$ cat config.mk
export PLATFORM = sky130hd
export DESIGN_NAME = tpsram_fifo_ctrl
export DESIGN_NICKNAME = d
export VERILOG_FILES = /design/src/rtl/tpsram_fifo_ctrl.sv
export SDC_FILE = /design/constraint.sdc
export NUM_CORES = 1
export LEC_CHECK = 0
export CAP_MARGIN = 10
export CORE_MARGIN = 4
export CORE_UTILIZATION = 46
export CTS_CLUSTER_SIZE = 10
export DETAILED_ROUTE_END_ITERATION = 8
export PLACE_DENSITY = 0.95
export SYNTH_ARGS = -nofsm -noshare
export SYNTH_HDL_FRONTEND = slang
export SYNTH_SLANG_ARGS = --single-unit
$ cat constraint.sdc
create_clock -name Clk -period 12.15 [get_ports Clk]
set_input_delay 1.8225 -clock Clk [delete_from_list [all_inputs] [get_ports Clk]]
set_output_delay 1.8225 -clock Clk [all_outputs]
set_load 0.05 [all_outputs]
$ cat src/rtl/tpsram_fifo_ctrl.sv
// tpsram_fifo_ctrl: FIFO controller over a two-port SRAM (write port A, read port B)
// with a 2-entry show-ahead buffer hiding the 1-cycle read latency.
module tpsram_fifo_ctrl #(
    parameter int MEM_DEPTH  = 1024,
    parameter int ADDR_WIDTH = 10,
    parameter int DATA_WIDTH = 75
) (
    input  logic                  Clk,
    input  logic                  Rst,
    input  logic                  WrValid,
    output logic                  WrReady,
    input  logic [DATA_WIDTH-1:0] WrData,
    output logic                  RdValid,
    input  logic                  RdReady,
    output logic [DATA_WIDTH-1:0] RdData,
    output logic [ADDR_WIDTH:0]   Count,
    output logic                  OvfErr,
    output logic                  CEAB,
    output logic                  WEAB,
    output logic [ADDR_WIDTH-1:0] AddrA,
    output logic [DATA_WIDTH-1:0] Din,
    output logic                  CEBB,
    output logic                  REBB,
    output logic [ADDR_WIDTH-1:0] AddrB,
    input  logic [DATA_WIDTH-1:0] Q
);
    localparam logic [ADDR_WIDTH:0] FULL = (ADDR_WIDTH+1)'(MEM_DEPTH);

    logic [ADDR_WIDTH-1:0] wr_ptr, rd_ptr;
    logic [DATA_WIDTH-1:0] obuf [2];
    logic [1:0]            occ, pend;
    logic                  hd, inflight, wr_acc, pop, issue;

    assign WrReady = !Rst && Count < FULL;
    assign wr_acc  = WrValid && WrReady;
    assign RdValid = occ != 2'd0;
    assign RdData  = obuf[hd];
    assign pop     = RdValid && RdReady;
    // Slots still claimed next cycle once this cycle's pop is accounted for
    assign pend    = occ + 2'(inflight) - 2'(pop);
    assign issue   = !Rst && Count != '0 && pend < 2'd2;
    assign CEAB    = !wr_acc;
    assign WEAB    = !wr_acc;
    assign AddrA   = wr_ptr;
    assign Din     = WrData;
    assign CEBB    = !issue;
    assign REBB    = !issue;
    assign AddrB   = rd_ptr;

    always_ff @(posedge Clk) begin
        if (Rst) begin
            wr_ptr   <= '0;
            rd_ptr   <= '0;
            Count    <= '0;
            occ      <= 2'd0;
            hd       <= 1'b0;
            inflight <= 1'b0;
            OvfErr   <= 1'b0;
        end else begin
            if (wr_acc) wr_ptr <= wr_ptr + ADDR_WIDTH'(1);
            if (issue) rd_ptr <= rd_ptr + ADDR_WIDTH'(1);
            Count    <= Count + (ADDR_WIDTH+1)'(wr_acc) - (ADDR_WIDTH+1)'(issue);
            inflight <= issue;
            // Tail slot is head+occ; when full and popping, the freed head slot is reused
            if (inflight) obuf[hd ^ occ[0]] <= Q;
            if (pop) hd <= !hd;
            occ <= occ + 2'(inflight) - 2'(pop);
            if (inflight && occ == 2'd2 && !pop) OvfErr <= 1'b1;
        end
    end
endmodule

Word-level counts from Yosys, hierarchy flattened. Memory sizes are Yosys's and may differ from the RTL's. A register that Yosys moved wholly into a read port is not among the register bits. Cells that the tools add are included.

Bits in writable memories: 150. Input bits: 154. Bits in registers: 36. Memories kept: 1.

Mux-type cells: 5. Equality and inequality tests: 1. Add/sub/neg operators: 6. Bitwise gates (word level): 1. Reduce and logical (&&, ||, !) cells: 14. Magnitude comparators: 2.

Memory list: obuf (words 2, bits a word 75, read ports 1, clocked after Yosys merged registers in 1, write ports 1, line 30) `logic [DATA_WIDTH-1:0] obuf [2];`.

Operator list (count): 10-bit by 1-bit adder with 10-bit output (second input constant) (2); 11-bit by 1-bit adder with 11-bit output (1); 11-bit less-than comparator (second input constant) (1); 11-bit nonzero test (1); 11-bit by 1-bit subtractor with 11-bit output (1); 1-bit logical AND (7); 1-bit logical NOT (5); 1-bit two-way mux (5); 2-bit by 1-bit adder with 2-bit output (1); 2-bit equality test (second input constant) (1); 2-bit less-than comparator (second input constant) (1); 2-bit nonzero test (1); 2-bit by 1-bit subtractor with 2-bit output (1); 1-bit XOR (1).

Longest topological paths before layout. Gate-level depths: netlist of the first run.

Word-level depth: 6. Gate-level depth with buffers: 15. Depth with buffers taken out: 15.

Worst setup path before layout of the first run. Ideal clock, no wire load.

Kind: input -> register. Start point: input Rst. End point: memory obuf[1][0] (enable). Slack: 3795 ps. Library setup time: 616 ps. Data required time: 11534 ps. Data arrival time: 7739 ps. Buffers on the path: 2. Cell stages on the path: 3. Cell sequence: clkbuf_1 -> clkbuf_1 -> nor3b_1.

Cells in the longest elaborated chain, start to end: 2.

Ends and longest elaborated chain: from (decl) (line 9) `input logic Rst,`; 1-bit two-way mux (line 51) `if (Rst) begin`; 1-bit two-way mux (implied by the code) (line 65) `if (inflight) obuf[hd ^ occ[0]] <= Q;`; to (decl) (line 30).

Every way passes these cells.

Worst setup path in the final report of the first run.
Start point: input RdReady. End point: output REBB.

Cells in the longest elaborated chain, start to end: 5.

Ends and longest elaborated chain: from (decl) (line 14) `input logic RdReady,`; 1-bit logical AND (line 38) `assign pop = RdValid && RdReady;`; 2-bit by 1-bit subtractor with 2-bit output (line 40) `assign pend = occ + 2'(inflight) - 2'(pop);`; 2-bit less-than comparator (line 41) `assign issue = !Rst && Count != '0 && pend < 2'd2;`; 1-bit logical AND (line 41); 1-bit logical NOT (line 47) `assign REBB = !issue;`; to (decl) (line 23) `output logic REBB,`.

Every way passes these cells.

==> reports/qor.yml, run 1 <==
global_routing:
  busiest_layer: "met2"
  grt_antenna_before_repair: 0
  met3_track_usage_gr_pct: 8.57
  groute.usage.overall_pct: 17.5
  grtUsageMet1_pct: 20.0
  pin_count_of_the_biggest_net_entering_global_routing: 76
  grt_pass1_vias: 4877
  routing_usage_on_met2_pct: 28.6
  global_route.overflow_total: 0
  grt_first_pass_wirelength_um: 26700
synthesis:
  syn-instance-count: 543
  synth.yosys.warnings: 0
  yosysSeqAreaShare_pct: 65.2
  yosysUniqueCellTypes: 51
  synth-main-ff-cell: "edfxtp_1"
  synth.avg_cell_area_um2: 14.8
  synth_edf_count: 150
  yosys_register_bits: 187
  netlist_area_um2: 8050
  postSynth.asyncResetShare_pct: 0
  number_of_nets_in_the_synthesized_netlist: 715
placement:
  weighted_congestion_reported_at_the_end_of_routability_driven_placement: 0.790
  portBuffers: 191
  post_dp_cell_area_um2: 9650
  dp_hpwl_um: 12200
floorplan:
  rows: 48
  floorplan.die.width_um: 140
  num_io_pins: 342
  floorplan.initialDensity_pct: 46.7
  floorplan.die.height_um: 140
  floorplan.core_area_um2: 17200
  floorplan.die_area_um2: 19700
routing:
  wire_per_inst_um: 19.1
  vias_per_cell: 5.18
  route.antenna.remaining_nets: 0
  routed_wirelength_um: 17300
  drc_errors: 0
  drtPass1Iterations: 4
  number_of_violations_reported_at_the_end_of_detailed_routing_iteration_0: 191
  detailed_route_via_count: 4681
sta:
  timing.final.crit_period_ns: 6.37
  totalNegativeSetupSlack_ns: 0
  tightestPinTransition_ns: 1.06
  rsz0062_at_grt: "false"
  period_share_pct: 52.5
  final_report_setup_violation_count: 0
  report.final.slew_viol_count: 0
  finalHoldViolations: 0
  slew_headroom_pct: 29.2
  skew_ns: 0.0136
  fmaxAchievable_mhz: 157
cts:
  postCtsSetupRepairBufs: 0
  max_clock_buf_depth: 2
  cts.repair.resized: 0
  cts.htree.levels: 4
  cts_inserted_buffers: 17
  ctsRootBufferMaster: "clkbuf_16"
  clk_pin_slew_worst_paths_ns: 0.07
  clkLatencyLatePin_ns: 0.42
  clock_sink_count: 187
  hold_buffers: 0
  cts_tree: "yes"
worst_setup_path:
  startpoint_of_the_worst_register_to_register_path: "occ[0]$_SDFF_PP0_"
  crit_path_max_fanout: 6
  critical_path.startpoint: "RdReady"
  reg2reg_depth: 15
  crit-reg2reg-capture: "Count[10]$_SDFF_PP0_"
  worstSetupEndpoint: "REBB"
  setup.worst_path.start_class: "input pin"
  setup.worst_path.class: "input pin to output pin"
  timing.reg2reg.setup_slack_ns: 8.46
  critPathCaptureType: "output pin"
  cp.required_ns: 10.33
  timing.critical_path.arrival_ns: 4.55
pwr:
  power.leakage_nw: 3.59
  power.share.switching_pct: 40.5
  power.switching_w: 0.00104
  peakVddDrop_mv: 0.179
  power_density_nw_per_um2: 252
  clkPwrFrac_pct: 20.9
  internal_power_w: 0.00154
  seq_power_share_pct: 35.2
  p_total_w: 0.00258
  p_comb_share_pct: 43.9
layout:
  final_cell_mix: "clkdlybuf4s50_1 (191), edfxtp_1 (150), mux2_2 (76), nor2_1 (37), dfxtp_1 (36)"
  final_common_cell: "clkdlybuf4s50_1"
  synth_to_final_area_change_pct: 27.2
  drive_above_1_share_pct: 18.4
  fin_nets: 838
  fillCellCount: 1277
  antenna_cells: 0
  final_cell_area_um2: 10200
worst_hold_path:
  timing.hold.worst.class: "register to register"
status:
  outcome: "completed"
job:
  drv.max_cap_violation_count: 0
[logic make-up (layout without fill, tap and decap cells)]
family                   Yosys count  count (layout)  synth area share [%]
flip-flops                       187             187                  65.2
buffers and inverters            106             242                  8.54
AO/OA/AOI/OAI                     31              31                  2.80
adder cells (fa/ha/maj)           18              18                  2.89
multiplexers                      80              80                  11.2
AND/OR/NAND/NOR                   95              95                  6.58
XOR/XNOR                          26              26                  2.83
[critical path, stage by stage]
cell             delay [ns]
clkdlybuf4s50_1        0.60
nand2_1                0.14
xnor2_1                0.15
ha_1                   0.25
or2_1                  0.26
o221ai_4               0.30
nor3_2                 0.12
inv_1                  0.10
clkdlybuf4s50_1        0.81
[sequential cells by signal, indices dropped and copies added (netlist names), named ones only]
register and cells:
obuf 150, AddrA 10, inflight 1, OvfErr 1, occ 2, AddrB 10
hd 1, Count 11
[routing by layer]
layer	wire length [um]	share of wire, %	vias to the layer above
li1	-	-	2146
met1	6580	38	2258
met2	8450	49	246
met3	1840	11	31
met4	385	2.2	0
met5	0	0	-
[Yosys cell counts, types with 2 or more instances]
library cell | count | share of area [%]
xnor2_1 | 14 | 1.5
nor2_1 | 37 | 1.7
nand3b_1 | 2 | 0.19
nand2b_1 | 7 | 0.54
a31oi_1 | 2 | 0.16
buf_1 | 2 | 0.093
nand4_1 | 3 | 0.23
inv_1 | 16 | 0.75
xor2_1 | 12 | 1.3
o21ai_0 | 4 | 0.25
nor3_2 | 2 | 0.25
edfxtp_1 | 150 | 56
and3_1 | 8 | 0.62
nand3_1 | 7 | 0.44
a31o_2 | 3 | 0.33
mux2_1 | 3 | 0.42
dfxtp_1 | 37 | 9.2
a21oi_1 | 10 | 0.62
buf_4 | 77 | 7.2
ha_1 | 17 | 2.6
mux2_2 | 76 | 11
nor2b_1 | 8 | 0.62
clkbuf_1 | 11 | 0.51
a21o_1 | 3 | 0.28
nand2_1 | 6 | 0.28
[area by class of cell]
type	count	area, um2	share of cell area [%]
clock inverter	14	155	1.52
clock buffer	18	429	4.19
inverter	16	60.1	0.587
sequential	187	5250	51.3
multi-input combinational	250	2120	20.8
tap	225	282	2.75
timing repair buffer	194	1930	18.9
[worst min path at each step]
stage                                     start                    end  slack [ns]  depth (start not counted)
after floorplan                 hd$_SDFFE_PP0P_               register        0.52                          2
after CTS                 AddrA[9]$_SDFFE_PP0P_  AddrA[9]$_SDFFE_PP0P_        0.53                          2
after detailed placement    OvfErr$_SDFFE_PP0P_    OvfErr$_SDFFE_PP0P_        0.50                          2
final                     AddrA[9]$_SDFFE_PP0P_  AddrA[9]$_SDFFE_PP0P_        0.53                          2
after global routing      AddrA[9]$_SDFFE_PP0P_  AddrA[9]$_SDFFE_PP0P_        0.55                          2
after global placement    AddrA[1]$_SDFFE_PP0P_  AddrA[1]$_SDFFE_PP0P_        0.49                          2
[stage by stage]
stage          setup WS [ns]  instances  util, %  hold WS, ns
2_1_floorplan           3.80        543        -        0.515
4_1_cts                 5.79        904     59.4        0.526
3_5_place_dp            5.80        872     56.0        0.504
3_3_place_gp            5.85        872     56.0        0.490
6_report                5.78        904     59.4        0.526
5_1_grt                 5.66        904     59.4        0.551
[power by group through the flow]
| stage | clock network [W] | registers (W) | logic, W |
|---|---|---|---|
| 6_report | 0.000539 | 0.000910 | 0.00113 |
| 5_1_grt | 0.000583 | 0.000924 | 0.00120 |
| 4_1_cts | 0.000553 | 0.000912 | 0.00114 |
| 3_5_place_dp | 0 | 0.000926 | 0.00114 |
| 3_3_place_gp | 0 | 0.000918 | 0.00112 |
| 2_1_floorplan | 0 | 0.000955 | 0.000833 |
(Power assumes the default switching activity.)
==> inputs of run 2 (changes only) <==
--- a/config.mk
+++ b/config.mk
@@ -7,10 +7,10 @@
 export LEC_CHECK = 0
 export CAP_MARGIN = 10
 export CORE_MARGIN = 4
-export CORE_UTILIZATION = 46
+export CORE_UTILIZATION = 39
 export CTS_CLUSTER_SIZE = 10
 export DETAILED_ROUTE_END_ITERATION = 8
-export PLACE_DENSITY = 0.95
+export PLACE_DENSITY = 0.88
 export SYNTH_ARGS = -nofsm -noshare
 export SYNTH_HDL_FRONTEND = slang
 export SYNTH_SLANG_ARGS = --single-unit
==> constraint.sdc (replaced) <==
create_clock -name Clk -period 5.2 [get_ports Clk]
set_input_delay 0.78 -clock Clk [delete_from_list [all_inputs] [get_ports Clk]]
set_output_delay 0.78 -clock Clk [all_outputs]
set_load 0.05 [all_outputs]
==> run 2 against run 1 <==
  * Design area is 0.94% higher
  * Power is 140% higher
  * Routed wire length is 1.8% lower
  * Sequential cell count stayed put
  * Combinational power is 140% higher
  * Global-route usage is 3.3 points lower
  * Hold slack worse by 0.0073 ns
  * First-iteration DRC count is 0.52% higher
  * Clock power is 140% higher
  * Sequential power is 130% higher
  * Via count is 1.9% lower
  * Critical path type unchanged
  * Largest cell class unchanged
==> reports/qor.yml, run 2 (same netlist as run 1, synthesis figures left out) <==
status:
  outcome: "completed"
sta:
  period_share_pct: 82.2
  totalNegativeSetupSlack_ns: 0  # unchanged
  skew_ns: 0.0175  # +0.00389 ns
  final_report_setup_violation_count: 0  # unchanged
  report.final.slew_viol_count: 0  # unchanged
  rsz0062_at_grt: "false"
  finalHoldViolations: 0  # unchanged
  timing.final.crit_period_ns: 4.28
  final_critical_path_setup_slack_ns: 0.924  # -4.85 ns
  slew_headroom_pct: 29.6  # +0.36 points
  tightestPinTransition_ns: 1.06  # -0.00544 ns
  fmaxAchievable_mhz: 234
worst_hold_path:
  timing.hold.worst.class: "register to register"
  hold_start: "AddrA[1]$_SDFFE_PP0P_"
cts:
  clkLatencyLatePin_ns: 0.43  # about the same
  hold_buffers: 0  # unchanged
  max_clock_buf_depth: 2  # unchanged
  cts.repair.resized: 0  # unchanged
  clock_sink_count: 187  # unchanged
  ctsRootBufferMaster: "clkbuf_16"
  clk_pin_slew_worst_paths_ns: 0.07  # about the same
  postCtsSetupRepairBufs: 0  # unchanged
  cts.htree.levels: 4  # unchanged
  cts_tree: "yes"
  cts_inserted_buffers: 17  # unchanged
floorplan:
  num_io_pins: 342  # unchanged
  floorplan.die.width_um: 152  # +8.1%
  floorplan.die_area_um2: 23000  # +17%
  floorplan.initialDensity_pct: 39.8  # -6.9 points
  floorplan.core_area_um2: 20200  # +17%
  floorplan.die.height_um: 152  # +8.1%
  rows: 52  # +8.3%
routing:
  drc_errors: 0  # unchanged
  number_of_violations_reported_at_the_end_of_detailed_routing_iteration_0: 192  # +0.52%
  wire_per_inst_um: 17.8  # -6.6%
  routed_wirelength_um: 16900  # -1.8%
  drtPass1Iterations: 4  # unchanged
  route.antenna.remaining_nets: 0  # unchanged
  vias_per_cell: 4.83  # -6.7%
  detailed_route_via_count: 4591  # -1.9%
layout:
  final_cell_mix: "clkdlybuf4s50_1 (191), edfxtp_1 (150), mux2_2 (76), nor2_1 (37), dfxtp_1 (36)"
  final_cell_area_um2: 10300  # +0.94%
  final_common_cell: "clkdlybuf4s50_1"
  fin_nets: 839  # +0.12%
  synth_to_final_area_change_pct: 28.4
  drive_above_1_share_pct: 18.7  # +0.27 points
  largest_register_ffs: 150  # unchanged
  finalNonFillerCells: 950  # +5.1%
  final-seq-area_um2: 5250  # unchanged
  antenna_cells: 0  # unchanged
  multiInputGateArea_um2: 2130  # +0.29%
  fillCellCount: 1677  # +31%
global_routing:
  grt_antenna_before_repair: 1  # +1
  grt_pass1_vias: 4781  # -2.0%
  groute.usage.overall_pct: 14.2  # -3.3 points
  grt_first_pass_wirelength_um: 25100  # -6.3%
  pin_count_of_the_biggest_net_entering_global_routing: 76  # unchanged
  global_route.overflow_total: 0  # unchanged
placement:
  dp_hpwl_um: 11800  # -3.2%
  dpl.cell_count: 918  # +5.3%
  post_dp_cell_area_um2: 9720  # +0.73%
  portBuffers: 191  # unchanged
  pre_cts_slack_ns: 0.702  # -5.10 ns
  weighted_congestion_reported_at_the_end_of_routability_driven_placement: 0.808  # +2.3%
worst_setup_path:
  startpoint_of_the_worst_register_to_register_path: "occ[0]$_SDFF_PP0_"
  critPathCaptureType: "output pin"
  crit_path_max_delay_family: "buffers and inverters"
  cp.required_ns: 4.42  # -5.91 ns
  worstPathCellList: "clkdlybuf4s50_1 > nand2_1 > xnor2_1 > ha_1 > or2_1 > o221ai_4 > nor3_2 > inv_1 > clkdlybuf4s50_1"
  setup.worst_path.start_class: "input pin"
  crit_path_max_fanout: 6  # unchanged
  critPathBufInv: 3  # unchanged
  timing.critical_path.arrival_ns: 3.50  # -1.05 ns
  worst_path_max_delay_cell: "clkdlybuf4s50_1"
  setup.worst_path.class: "input pin to output pin"
  timing.critical_path.slowest_cell_delay_ns: 0.80  # about the same
  cell_occurring_most_often_along_the_worst_timing_path: "clkdlybuf4s50_1"
  critical_path.startpoint: "RdReady"
job:
  drv.max_cap_violation_count: 0  # unchanged
pwr:
  peakVddDrop_mv: 0.352  # +96%
  power_density_nw_per_um2: 590  # +130%
  power.leakage_nw: 3.61  # +0.60%
-- run 2: cell types whose count changed in the layout (fill, tap and decap cells not counted), sizes merged --
| cell | delta |
|---|---|
| clkbuf | -1 |
| inv | -2 |
| clkinv | +3 |
| buf | +1 |
-- run 2: power by group --
group	internal, W	switching [W]
Combinational	0.00101	0.00165
Clock	0.000661	0.000643
Sequential	0.00193	0.000194
-- run 2: final timing paths --
kind / cells past startpoint / to / slack (ns)
setup reg to reg: 15 / Count[10]$_SDFF_PP0_ / 1.43
hold reg to reg: 2 / AddrA[1]$_SDFFE_PP0P_ / 0.52
hold / removal: 2 / AddrA[1]$_SDFFE_PP0P_ / 0.52
setup / recovery: 9 / REBB / 0.92
-- run 2: cell type report --
type,count,area share (%)
clock inverters,15,1.79
multi-input cells,250,20.6
flip-flops and latches,187,50.8
repair buffers,195,18.8
clock buffers,17,4.12
inverters,16,0.581
well taps,270,3.27
-- run 2: through the flow --
step / hold slack, ns / utilization (%) / total power (W)
after floorplan: 0.515 / - / 0.00417
after global placement: 0.492 / 48.0 / 0.00479
after detailed placement: 0.512 / 48.0 / 0.00484
after CTS: 0.531 / 51.0 / 0.00616
after global routing: 0.570 / 51.0 / 0.00641
final: 0.519 / 51.0 / 0.00610
-- run 2: worst register-to-register path, stage by stage, from the launching register on --
cell,delay [ns]
dfxtp_1,0.38
or2_2,0.32
nand2_1,0.12
xnor2_1,0.08
ha_1,0.25
or2_1,0.26
o221ai_4,0.30
nor3_2,0.11
xnor2_1,0.16
ha_1,0.23
fa_1,0.42
a21oi_1,0.32
o211ai_1,0.14
a311oi_1,0.33
xnor2_1,0.16
nor2_1,0.06
-- run 2: layer usage --
metal | GRT usage, % | wire length [um]
met4 | 3.86 | 178
met3 | 7.05 | 1850
met2 | 24.1 | 8230
met1 | 15.9 | 6680
met5 | 0 | 12
==> inputs of run 3 (changes only) <==
--- a/config.mk
+++ b/config.mk
@@ -7,10 +7,10 @@
 export LEC_CHECK = 0
 export CAP_MARGIN = 10
 export CORE_MARGIN = 4
-export CORE_UTILIZATION = 39
+export CORE_UTILIZATION = 43
 export CTS_CLUSTER_SIZE = 10
 export DETAILED_ROUTE_END_ITERATION = 8
-export PLACE_DENSITY = 0.88
+export PLACE_DENSITY = 0.92
 export SYNTH_ARGS = -nofsm -noshare
 export SYNTH_HDL_FRONTEND = slang
 export SYNTH_SLANG_ARGS = --single-unit
==> constraint.sdc (replaced) <==
create_clock -name Clk -period 4.1 [get_ports Clk]
set_input_delay 0.615 -clock Clk [delete_from_list [all_inputs] [get_ports Clk]]
set_output_delay 0.615 -clock Clk [all_outputs]
set_load 0.05 [all_outputs]
==> run 3 against run 2 <==
  * Power grew 26%
  * Combinational power grew 29%
  * Register-to-register slack lost 0.88 ns
  * Sequential power grew 24%
  * First-iteration DRC count grew 1.0%
  * Non-clock buffer count grew 5
  * Hold slack gained 0.0015 ns
  * Die area shrank 8.8%
  * Cell count shrank 3.8%
  * Largest cell class unchanged
  * Largest power group unchanged
  * Highest routed layer unchanged
==> reports/qor.yml, run 3 (same netlist as run 1, synthesis figures left out) <==
worst_hold_path:
  hold_start: "AddrA[1]$_SDFFE_PP0P_"
  timing.hold.worst.class: "register to register"
cts:
  clk_pin_slew_worst_paths_ns: 0.07  # about the same
  postCtsSetupRepairBufs: 0  # unchanged
  cts_tree: "yes"
  clock_sink_count: 187  # unchanged
  ctsRootBufferMaster: "clkbuf_16"
  max_clock_buf_depth: 2  # unchanged
  cts.repair.resized: 0  # unchanged
  clkLatencyLatePin_ns: 0.42  # about the same
  cts_inserted_buffers: 17  # unchanged
  hold_buffers: 0  # unchanged
  cts.htree.levels: 4  # unchanged
layout:
  final-seq-area_um2: 5250  # unchanged
  final_common_cell: "clkdlybuf4s50_1"
  multiInputGateArea_um2: 2130  # unchanged
  largest_register_ffs: 150  # unchanged
  final_cell_area_um2: 10300  # -0.19%
  antenna_cells: 0  # unchanged
  final_cell_mix: "clkdlybuf4s50_1 (187), edfxtp_1 (150), mux2_2 (76), nor2_1 (37), dfxtp_1 (36)"
  fillCellCount: 1465  # -13%
  drive_above_1_share_pct: 19.7  # +1.0 points
  fin_nets: 844  # +0.60%
  synth_to_final_area_change_pct: 28.1
sta:
  final_critical_path_setup_slack_ns: 0.546  # -0.378 ns
  period_share_pct: 86.7
  finalHoldViolations: 0  # unchanged
  report.final.slew_viol_count: 0  # unchanged
  tightestPinTransition_ns: 0.660  # -0.396 ns
  skew_ns: 0.0103  # -0.00721 ns
  rsz0062_at_grt: "false"
  timing.hold.ws_ns: 0.520  # +0.00145 ns
  totalNegativeSetupSlack_ns: 0  # unchanged
  slew_headroom_pct: 56.0  # +26 points
  final_report_setup_violation_count: 0  # unchanged
  timing.final.crit_period_ns: 3.55
  fmaxAchievable_mhz: 281
routing:
  wire_per_inst_um: 18.1  # +1.4%
  number_of_violations_reported_at_the_end_of_detailed_routing_iteration_0: 194  # +1.0%
  drtPass1Iterations: 4  # unchanged
  route.antenna.remaining_nets: 0  # unchanged
  routed_wirelength_um: 16500  # -2.4%
  drc_errors: 0  # unchanged
  vias_per_cell: 5.04  # +4.3%
  detailed_route_via_count: 4606  # +0.33%
worst_setup_path:
  cp.required_ns: 4.41  # about the same
  setup.worst_path.start_class: "register"
  setup.worst_path.class: "register to register"
  critical_path.startpoint: "occ[0]$_SDFF_PP0_"
  timing.critical_path.arrival_ns: 3.86  # +0.36 ns
  startpoint_of_the_worst_register_to_register_path: "occ[0]$_SDFF_PP0_"
  crit_path_max_fanout: 5  # -1
  critPathCaptureType: "register"
pwr:
  internal_power_w: 0.00457  # +27%
  clkPwrFrac_pct: 20.5  # -0.9 points
  power.switching_w: 0.00309  # +24%
  peakVddDrop_mv: 0.516  # +46%
  p_comb_share_pct: 45.0  # +1.3 points
  power.leakage_nw: 3.62  # +0.37%
  power_density_nw_per_um2: 744  # +26%
  power.share.switching_pct: 40.4  # -0.47 points
  seq_power_share_pct: 34.5  # -0.4 points
floorplan:
  floorplan.core_area_um2: 18200  # -10%
  floorplan.die_area_um2: 21000  # -8.8%
  floorplan.die.height_um: 145  # -4.5%
  rows: 49  # -5.8%
  floorplan.initialDensity_pct: 44.2  # +4.4 points
  num_io_pins: 342  # unchanged
  floorplan.die.width_um: 145  # -4.5%
placement:
  post_dp_cell_area_um2: 9730  # +0.14%
  dp_hpwl_um: 11500  # -2.7%
  pre_cts_slack_ns: 0.145  # -0.557 ns
  weighted_congestion_reported_at_the_end_of_routability_driven_placement: 0.805  # -0.37%
  portBuffers: 191  # unchanged
global_routing:
  pin_count_of_the_biggest_net_entering_global_routing: 76  # unchanged
  grt_first_pass_wirelength_um: 25100  # +0.25%
  groute.usage.overall_pct: 15.6  # +1.4 points
  grt_pass1_vias: 4711  # -1.5%
  grt_antenna_before_repair: 1  # unchanged
  global_route.overflow_total: 0  # unchanged
job:
  drv.max_cap_violation_count: 0  # unchanged
status:
  outcome: "completed"
==> run 3: cell types whose count changed in the layout (fill, tap and decap cells not counted) <==
cell | previous run | this run
clkinv_8 | 4 | 2
clkinv_2 | 1 | 0
inv_12 | 2 | 0
buf_12 | 0 | 3
clkinvlp_4 | 0 | 2
clkinv_4 | 1 | 4
clkbuf_1 | 0 | 1
inv_6 | 2 | 1
buf_4 | 4 | 10
clkdlybuf4s50_1 | 191 | 187
==> run 3: power groups by stage <==
| stage | registers [W] | logic, W | clock network, W |
|---|---|---|---|
| 5_1_grt | 0.00268 | 0.00366 | 0.00171 |
| 4_1_cts | 0.00265 | 0.00348 | 0.00162 |
| 3_5_place_dp | 0.00269 | 0.00346 | 0 |
| 3_3_place_gp | 0.00267 | 0.00343 | 0 |
| 6_report | 0.00264 | 0.00345 | 0.00158 |
| 2_1_floorplan | 0.00281 | 0.00248 | 0 |
==> run 3: cell type report <==
cell class / count / share of cell area [%]
clock buffer: 18 / 4.16
clock inverter: 14 / 1.43
inverter: 16 / 0.583
multi-input combinational: 250 / 20.7
sequential: 187 / 50.9
tap: 229 / 2.78
timing repair buffer: 200 / 19.5
==> run 3: worst paths after layout <==
kind	endpoint	slack [ns]	cells past startpoint
setup / recovery	Count[10]$_SDFF_PP0_	0.55	15
hold / removal	AddrA[1]$_SDFFE_PP0P_	0.52	2
setup reg to reg	Count[10]$_SDFF_PP0_	0.55	15
hold reg to reg	AddrA[1]$_SDFFE_PP0P_	0.52	2
==> run 3: metal layers <==
metal | wire (um) | track usage [%] | share of wire (%)
met1 | 6470 | 18.0 | 39
met2 | 8050 | 25.7 | 49
met3 | 1870 | 8.08 | 11
met4 | 134 | 3.98 | 0.81
met5 | 13 | 0 | 0.079
==> run 3: per-stage QoR <==
| stage | utilization (%) | total power [W] | std cells |
|---|---|---|---|
| 2_1_floorplan | - | 0.00529 | 543 |
| 3_3_place_gp | 53.4 | 0.00610 | 882 |
| 3_5_place_dp | 53.4 | 0.00615 | 882 |
| 4_1_cts | 56.6 | 0.00774 | 914 |
| 5_1_grt | 56.6 | 0.00805 | 914 |
| 6_report | 56.6 | 0.00767 | 914 |
==> run 3: critical path, stage by stage, from the launching register on <==
cell and delay (ns):
dfxtp_1 0.38, or2_2 0.32, nand2_1 0.12, xnor2_1 0.13
ha_1 0.25, nand2b_1 0.18, o221ai_4 0.12, nor3_2 0.22
xnor2_1 0.12, ha_1 0.23, fa_1 0.41, a21oi_1 0.30
o211ai_1 0.12, a311oi_1 0.33, xnor2_1 0.16, nor2_1 0.05
